<file path="config.mk">
export PLATFORM = sky130hd
export DESIGN_NAME = eqn_result_collector
export DESIGN_NICKNAME = d
export VERILOG_FILES = /design/src/rtl/eqn_pkg.sv /design/src/rtl/eqn_sync_fifo.sv /design/src/rtl/eqn_result_collector.sv
export SDC_FILE = /design/constraint.sdc
export NUM_CORES = 1
export LEC_CHECK = 0
export CAP_MARGIN = 0
export CORE_ASPECT_RATIO = 0.5
export CORE_MARGIN = 8
export CORE_UTILIZATION = 40
export DETAILED_ROUTE_END_ITERATION = 16
export GPL_TIMING_DRIVEN = 0
export PLACE_DENSITY = 0.59
export SLEW_MARGIN = 20
export SYNTH_ARGS = -nofsm -noshare
export SYNTH_HDL_FRONTEND = slang
export SYNTH_SLANG_ARGS = --single-unit
</file>
<file path="constraint.sdc">
create_clock -name clk -period 4.8 [get_ports clk]
set_input_delay 0.96 -clock clk [delete_from_list [all_inputs] [get_ports clk]]
set_output_delay 0.96 -clock clk [all_outputs]
set_load 0.02 [all_outputs]
</file>
<file path="src/rtl/eqn_pkg.sv">
// Shared types for the equation-pipeline result path.
package eqn_pkg;

    localparam int unsigned EQN_DATA_W = 16;
    localparam int unsigned EQN_SEQ_W  = 8;

    typedef struct packed {
        logic [EQN_SEQ_W-1:0]  seq;
        logic [EQN_DATA_W-1:0] data;
    } eqn_rec_t;

endpackage

</file>
<file path="src/rtl/eqn_sync_fifo.sv">
// Single-clock FIFO of eqn_rec_t records; full/empty come from the occupancy count.
module eqn_sync_fifo
    import eqn_pkg::*;
#(
    parameter int unsigned DEPTH = 4
) (
    input  logic                     clk,
    input  logic                     rst,
    input  logic                     push,
    input  logic                     pop,
    input  eqn_rec_t                 wdata,
    output eqn_rec_t                 rdata,
    output logic [$clog2(DEPTH):0]   count
);

    localparam int unsigned PTR_W = $clog2(DEPTH);
    localparam int unsigned CNT_W = PTR_W + 1;

    eqn_rec_t             mem [DEPTH];
    logic [PTR_W-1:0]     wr_ptr;
    logic [PTR_W-1:0]     rd_ptr;

    // Pointers wrap naturally because DEPTH is a power of two.
    always_ff @(posedge clk) begin
        if (!rst) begin
            wr_ptr <= '0;
            rd_ptr <= '0;
            count  <= '0;
        end else begin
            if (push) wr_ptr <= wr_ptr + PTR_W'(1);
            if (pop)  rd_ptr <= rd_ptr + PTR_W'(1);
            count <= count + CNT_W'(push) - CNT_W'(pop);
        end
    end

    always_ff @(posedge clk) begin
        if (push) mem[wr_ptr] <= wdata;
    end

    assign rdata = mem[rd_ptr];

endmodule

</file>
<file path="src/rtl/eqn_result_collector.sv">
// Tags equation-pipeline issues, captures E LATENCY edges later as {seq, data},
// and queues records for a valid/ready consumer; captures into a full queue are dropped.
module eqn_result_collector
    import eqn_pkg::*;
#(
    parameter int unsigned DATA_W  = EQN_DATA_W,
    parameter int unsigned SEQ_W   = EQN_SEQ_W,
    parameter int unsigned LATENCY = 3,
    parameter int unsigned DEPTH   = 4
) (
    input  logic                    clk,
    input  logic                    rst,
    input  logic                    in_issue,
    input  logic [DATA_W-1:0]       E,
    output logic                    out_valid,
    input  logic                    out_ready,
    output logic [DATA_W-1:0]       out_data,
    output logic [SEQ_W-1:0]        out_seq,
    output logic [$clog2(DEPTH):0]  count,
    output logic                    ovf,
    input  logic                    ovf_clr,
    output logic [7:0]              drop_cnt
);

    localparam int unsigned CNT_W = $clog2(DEPTH) + 1;

    logic [LATENCY-1:0] tag_d;
    logic [SEQ_W-1:0]   seq;
    logic               capture_c;
    logic               pop_c;
    logic               full_c;
    logic               push_c;
    logic               drop_c;
    eqn_rec_t           wr_rec_c;
    eqn_rec_t           head_rec;

    // Tag delay line: the concat shifts in_issue into bit 0 and truncation drops the oldest tag.
    always_ff @(posedge clk) begin
        if (!rst) tag_d <= '0;
        else      tag_d <= LATENCY'({tag_d, in_issue});
    end

    assign capture_c = tag_d[LATENCY-1];
    assign pop_c     = out_valid & out_ready;
    assign full_c    = (count == CNT_W'(DEPTH));
    assign push_c    = capture_c & (~full_c | pop_c);
    assign drop_c    = capture_c & full_c & ~pop_c;

    always_comb begin
        wr_rec_c      = '0;
        wr_rec_c.seq  = EQN_SEQ_W'(seq);
        wr_rec_c.data = EQN_DATA_W'(E);
    end

    // Sequence advances on every capture, so drops show up as gaps in out_seq.
    always_ff @(posedge clk) begin
        if (!rst) begin
            seq      <= '0;
            ovf      <= 1'b0;
            drop_cnt <= '0;
        end else begin
            if (capture_c) seq <= seq + SEQ_W'(1);
            if (drop_c)       ovf <= 1'b1;
            else if (ovf_clr) ovf <= 1'b0;
            if (drop_c && drop_cnt != 8'hFF) drop_cnt <= drop_cnt + 8'd1;
        end
    end

    eqn_sync_fifo #(
        .DEPTH (DEPTH)
    ) u_fifo (
        .clk   (clk),
        .rst   (rst),
        .push  (push_c),
        .pop   (pop_c),
        .wdata (wr_rec_c),
        .rdata (head_rec),
        .count (count)
    );

    assign out_valid = (count != '0);
    assign out_data  = out_valid ? DATA_W'(head_rec.data) : '0;
    assign out_seq   = out_valid ? SEQ_W'(head_rec.seq)   : '0;

endmodule
</file>
==> reports/metrics.cfg, run 1 <==
[status]
outcome=completed

[sta]
tns_ns=0
max_freq_mhz=274
min_period_ns=3.65
setup_viol=0
hold_viol_final=0
worst_pin_slew_ns=0.673
drv_slew=0
finalClockSkew_ns=0.00831
finalCritPeriodShare=0.761
rsz0062_at_grt=false
timing.slew.headroom=0.552

[clocking]
cts_tree=built
cts_root_buffer=clkbuf_16
path_clk_slew_ns=0.06
htreeDepth=4
cts_sinks=125
cts_hold_buf=0
cts_buffer_depth=2
cts_buffers=17
post_cts_buffers=0
cts_resized=0
clock_latency_ns=0.41

[layout]
layout.nets=394
fin_util=0.529
final_cell_mix=edfxtp_1 (96), clkdlybuf4s50_1 (57), and2_1 (29), dfxtp_1 (29), mux4_2 (24)
final_common_cell=edfxtp_1
antenna_cells=0
area_growth_pct=28.5
drive_above_1_share=0.169

[synth]
synth_fp_nets=318
yosys_warnings=0
ys.flop_type=edfxtp_1
yosysUniqueCellTypes=32
ys_seq_area_frac=0.708
avgSynthCellArea_um2=16.9
synthCells=289
synth_edf_count=96
ys_seq_elements=125
async_flop_share=0
syn_area_um2=4890

[floorplanning]
dieArea_um2=16200
fp.dieW_um=172
rows=28
start_util=0.412
die_h_um=94.2
core_area_um2=11900
io_pins=58

[pwr]
power_density_nw_per_um2=533
vdd_drop_max_mv=0.237
leakage_nw=2.09

[worst_setup_path]
crit_fanout=10
crit_path_start_kind=flop
crit_arrival_ns=2.69
worstPathRequired_ns=3.84
end_kind=output port
max_stage_delay_ns=0.56
crit_chain=buf_1 > clkbuf_1 > mux4_2 > and2_1 > clkdlybuf4s50_1
crit_path_top_delay_cell=clkbuf_1
worstSetupPathType=reg -> out
cp_top_family=buffers and inverters
path_buf_inv=3

[drt]
viasPerCell=4.83
wl_per_cell_um=16.9
ant_nets=0
num_vias=2622
drt-total-wl_mm=9.17
drc=0
drtIter0Drc=97
firstDrtPassIters=4

[global_route]
grt_usage=0.123
overflow=0
grt_start_max_net_pins=25
antenna_found_initial=0
grt_pass1_wl_mm=14.8
grt_pass1_vias=2816

[placed_design]
port_buffers=57
hpwlAfterDp_mm=5.87
gp_congestion=0.794

[run]
maxCapViolations=0

[hold_path]
hp-class=reg -> reg

-- routing by layer --
| layer | global-route usage | up-vias | routed length (µm) |
|---|---|---|---|
| li1 | - | 1262 | - |
| met1 | 0.142 | 1279 | 4020 |
| met2 | 0.200 | 61 | 4430 |
| met3 | 0.0432 | 20 | 527 |
| met4 | 0.0663 | 0 | 201 |
| met5 | 0 | - | 0 |
-- synthesized netlist by cell type, types with 4 or more instances --
cell type | n | area [µm²]
nand3_1 | 7 | 35.0
nand2_1 | 7 | 26.3
mux4_2 | 24 | 541
and2_1 | 29 | 181
ha_1 | 7 | 87.6
nand4_1 | 4 | 25.0
xnor2_1 | 4 | 35.0
clkbuf_1 | 8 | 30.0
xor2_1 | 8 | 70.1
or3_1 | 5 | 31.3
a21oi_1 | 7 | 35.0
inv_1 | 7 | 26.3
o21ai_0 | 6 | 30.0
dfxtp_1 | 29 | 581
and3_1 | 5 | 31.3
nor2_1 | 17 | 63.8
edfxtp_1 | 96 | 2880
-- final timing paths --
check	slack (ns)	from	depth (start not counted)	end
setup / recovery	1.15	flop	5	out_seq[3]
hold / removal	0.44	tag_d[0]	1	tag_d[1]
setup reg to reg	2.42	u_fifo.count[1]	9	u_fifo.count[2]
hold reg to reg	0.44	tag_d[0]	1	tag_d[1]
-- cells by family after synthesis --
kind of cell	Yosys count	synth area share
mux	26	0.115
fa+ha+maj	8	0.0220
flops	125	0.708
buf+inv	19	0.0153
xor+xnor	12	0.0215
compound gates	19	0.0258
simple gates	80	0.0928
-- per-stage QoR --
stage | cells | total power (W) | worst slack (ns) | hold WS (ns) | instance area (µm²)
3_5_place_dp | 511 | 0.00209 | 1.53 | 0.426 | 5670
3_3_place_gp | 511 | 0.00208 | 1.41 | 0.418 | 5670
2_1_floorplan | 289 | 0.00174 | 2.29 | 0.412 | 4890
6_report | 543 | 0.00335 | 1.15 | 0.437 | 6280
5_1_grt | 543 | 0.00349 | 1.00 | 0.468 | 6280
4_1_cts | 543 | 0.00340 | 1.11 | 0.439 | 6280
-- power breakdown --
group          switching (W)  internal [W]
clock               0.000480      0.000826
sequential         0.0000231       0.00119
combinational       0.000412      0.000421
total               0.000916       0.00243
-- registers in the layout, indices dropped and copies added (netlist names), named ones only --
| register | flops |
|---|---|
| drop_cnt | 8 |
| ovf | 1 |
| u_fifo.wr_ptr | 2 |
| seq | 8 |
| u_fifo.rd_ptr | 2 |
| tag_d | 3 |
| u_fifo.count | 3 |
| u_fifo.mem | 96 |
-- worst reg2reg max path: stages, from the launching register on --
cell,delay [ns]
dfxtp_1,0.38
or3_1,0.36
clkbuf_1,0.23
nand3_1,0.20
o21ai_0,0.11
ha_1,0.21
fa_1,0.38
xnor2_1,0.18
xnor2_1,0.14
nor2_1,0.06
-- layout make-up --
class                   count  area [µm²]
fillers                   975        5590
flip-flops and latches    125        3460
well taps                 165         206
plain buffers              12        48.8
repair buffers             57         571
clock inverters            14         181
clock buffers              18         429
multi-input cells         145        1360
inverters                   7        26.3
No activity file was read; power rests on OpenSTA's default activity.
==> run 2: changes to the inputs <==
- clock period: 4.8 -> 3.4 ns (I/O delays scaled with it)
==> run 2 against run 1 <==
Power is 42% higher. Utilization is 0.084 points higher. Clock-buffer cell count did not move. Global-route usage stayed put. Critical path depth stayed put. Clock skew fell by 0.00076 ns. Critical endpoint is now out_seq[4]. Hold slack is essentially flat. Setup slack lost 0.90 ns. Sequential cell count unchanged. Via count grew 0.31%. Largest power group unchanged.
==> reports/metrics.cfg, run 2 (synthesis gave the netlist of run 1 again) <==
[drt]
drtIter0Drc=100  ; +3.1%
drt-total-wl_mm=9.18  ; about the same
wl_per_cell_um=16.9  ; about the same
num_vias=2630  ; +0.31%
ant_nets=0  ; unchanged
drc=0  ; unchanged
firstDrtPassIters=4  ; unchanged
viasPerCell=4.84  ; +0.31%

[clocking]
clock_latency_ns=0.41  ; about the same
cts_root_buffer=clkbuf_16
cts_resized=2  ; +2
post_cts_buffers=0  ; unchanged
cts_sinks=125  ; unchanged
cts_hold_buf=0  ; unchanged
cts_buffer_depth=2  ; unchanged
cts_buffers=17  ; unchanged
path_clk_slew_ns=0.06  ; about the same
cts_tree=built
htreeDepth=4  ; unchanged

[worst_setup_path]
path_buf_inv=3  ; unchanged
max_stage_delay_ns=0.60  ; +0.04 ns
r2r-start=u_fifo.count[1]
worstPathRequired_ns=2.72  ; -1.12 ns
r2r_slack_ns=1.01  ; -1.41 ns
end_kind=output port
worstSetupPathType=reg -> out
crit_path_top_delay_cell=clkdlybuf4s50_1
cp_top_family=buffers and inverters
crit_arrival_ns=2.47  ; -0.22 ns
crit_fanout=10  ; unchanged
r2r-end=u_fifo.count[2]
crit_path_start_kind=flop
crit_chain=or3_1 > clkbuf_1 > clkbuf_2 > and2_1 > clkdlybuf4s50_1
r2r_cells=9  ; unchanged

[sta]
tns_ns=0  ; unchanged
setup_viol=0  ; unchanged
timing.slew.headroom=0.549  ; -0.00311
rsz0062_at_grt=false
drv_slew=0  ; unchanged
finalCritPeriodShare=0.927
hold_viol_final=0  ; unchanged
min_period_ns=3.15
finalClockSkew_ns=0.00755  ; -0.000756 ns
max_freq_mhz=317
worst_pin_slew_ns=0.677  ; +0.00466 ns

[pwr]
leakage_nw=2.10  ; +0.59%
vdd_drop_max_mv=0.335  ; +41%
power_density_nw_per_um2=753  ; +41%

[layout]
largest-register=u_fifo.mem
layout.nets=394  ; unchanged
fill_cells=973  ; -0.21%
stdcell_area_um2=6290  ; +0.16%
fin_cells=543  ; unchanged
final_cell_mix=edfxtp_1 (96), clkdlybuf4s50_1 (57), and2_1 (29), dfxtp_1 (29), mux4_2 (24)
final_common_cell=edfxtp_1
area_growth_pct=28.7
reg_top3=u_fifo.mem x96, drop_cnt x8, seq x8
largest_register_ffs=96  ; unchanged
antenna_cells=0  ; unchanged
drive_above_1_share=0.180  ; +0.0106

[placed_design]
port_buffers=57  ; unchanged
gp_congestion=0.794  ; unchanged
dpl_cell_area_um2=5670  ; unchanged
dp.cells=511  ; unchanged
hpwlAfterDp_mm=5.87  ; unchanged

[floorplanning]
io_pins=58  ; unchanged
start_util=0.412  ; unchanged
dieArea_um2=16200  ; unchanged
core_area_um2=11900  ; unchanged
rows=28  ; unchanged
die_h_um=94.2  ; unchanged
fp.dieW_um=172  ; unchanged

[status]
outcome=completed

[global_route]
grt_pass1_wl_mm=14.8  ; unchanged
overflow=0  ; unchanged
grt_start_max_net_pins=25  ; unchanged
grt_usage=0.123  ; unchanged
antenna_found_initial=0  ; unchanged
grt_pass1_vias=2816  ; unchanged

[hold_path]
hp-class=reg -> reg
min_from=tag_d[0]
min_to=tag_d[1]
hold_depth=1  ; unchanged

[run]
maxCapViolations=0  ; unchanged

==> run 2: cell types whose count changed in the layout (fill, tap and decap cells not counted), sizes merged <==
cell | previous run | this run
buf | 4 | 2
clkbuf | 26 | 28
==> run 2: cell type report <==
class / instances / area [µm²] / share of cell area
Buffer: 12 / 58.8 / 0.00934
Clock buffer: 18 / 429 / 0.0682
Clock inverter: 14 / 181 / 0.0288
Inverter: 7 / 26.3 / 0.00417
Multi-Input combinational cell: 145 / 1360 / 0.216
Sequential cell: 125 / 3460 / 0.550
Tap cell: 165 / 206 / 0.0328
Timing Repair Buffer: 57 / 571 / 0.0906
==> run 2: report_power, final <==
group          internal (W)  switching [W]  leakage [nW]
logic              0.000604       0.000583         0.700
registers           0.00168      0.0000325          1.11
clock network       0.00117       0.000678         0.296
total               0.00345        0.00129          2.10
==> run 2: per-stage QoR <==
step | utilization | setup WS [ns] | hold WS (ns) | total power (W)
after floorplan | - | 1.17 | 0.412 | 0.00245
after global placement | 0.477 | 0.291 | 0.418 | 0.00294
after detailed placement | 0.478 | 0.409 | 0.426 | 0.00295
after CTS | 0.529 | 0.0298 | 0.439 | 0.00480
after global routing | 0.530 | 0.0804 | 0.468 | 0.00494
final | 0.530 | 0.247 | 0.437 | 0.00474
==> run 2: metal layers <==
layer / vias to the layer above / track usage / routed length [µm]
met3: 19 / 0.0432 / 543
met4: 0 / 0.0663 / 197
li1: 1263 / - / -
met5: - / 0 / 0
met2: 66 / 0.200 / 4460
met1: 1282 / 0.142 / 3980
==> run 2: worst max path at each step <==
stage,start,end,slack (ns),cells past startpoint
final,u_fifo.count[1],out_seq[4],0.25,5
after global routing,u_fifo.count[1],out_seq[4],0.08,5
after CTS,u_fifo.count[1],out_seq[4],0.03,5
after detailed placement,out_ready,u_fifo.count[2],0.41,8
after global placement,out_ready,u_fifo.mem[3][4],0.29,3
after floorplan,u_fifo.count[1],out_data[13],1.17,4
==> run 2: worst register-to-register path, cell delays in order (launching register included) <==
cell and delay (ns):
dfxtp_1 0.38, or3_1 0.36, clkbuf_1 0.24, nand3_1 0.20, o21ai_0 0.11, ha_1 0.21, fa_1 0.38, xnor2_1 0.18
xnor2_1 0.14, nor2_1 0.06
==> run 3: changes to the inputs <==
- ABC_CLOCK_PERIOD_IN_PS: unset -> 3400
==> results of run 3 <==
Final layout, timing and power as in run 2 (identical DEF).
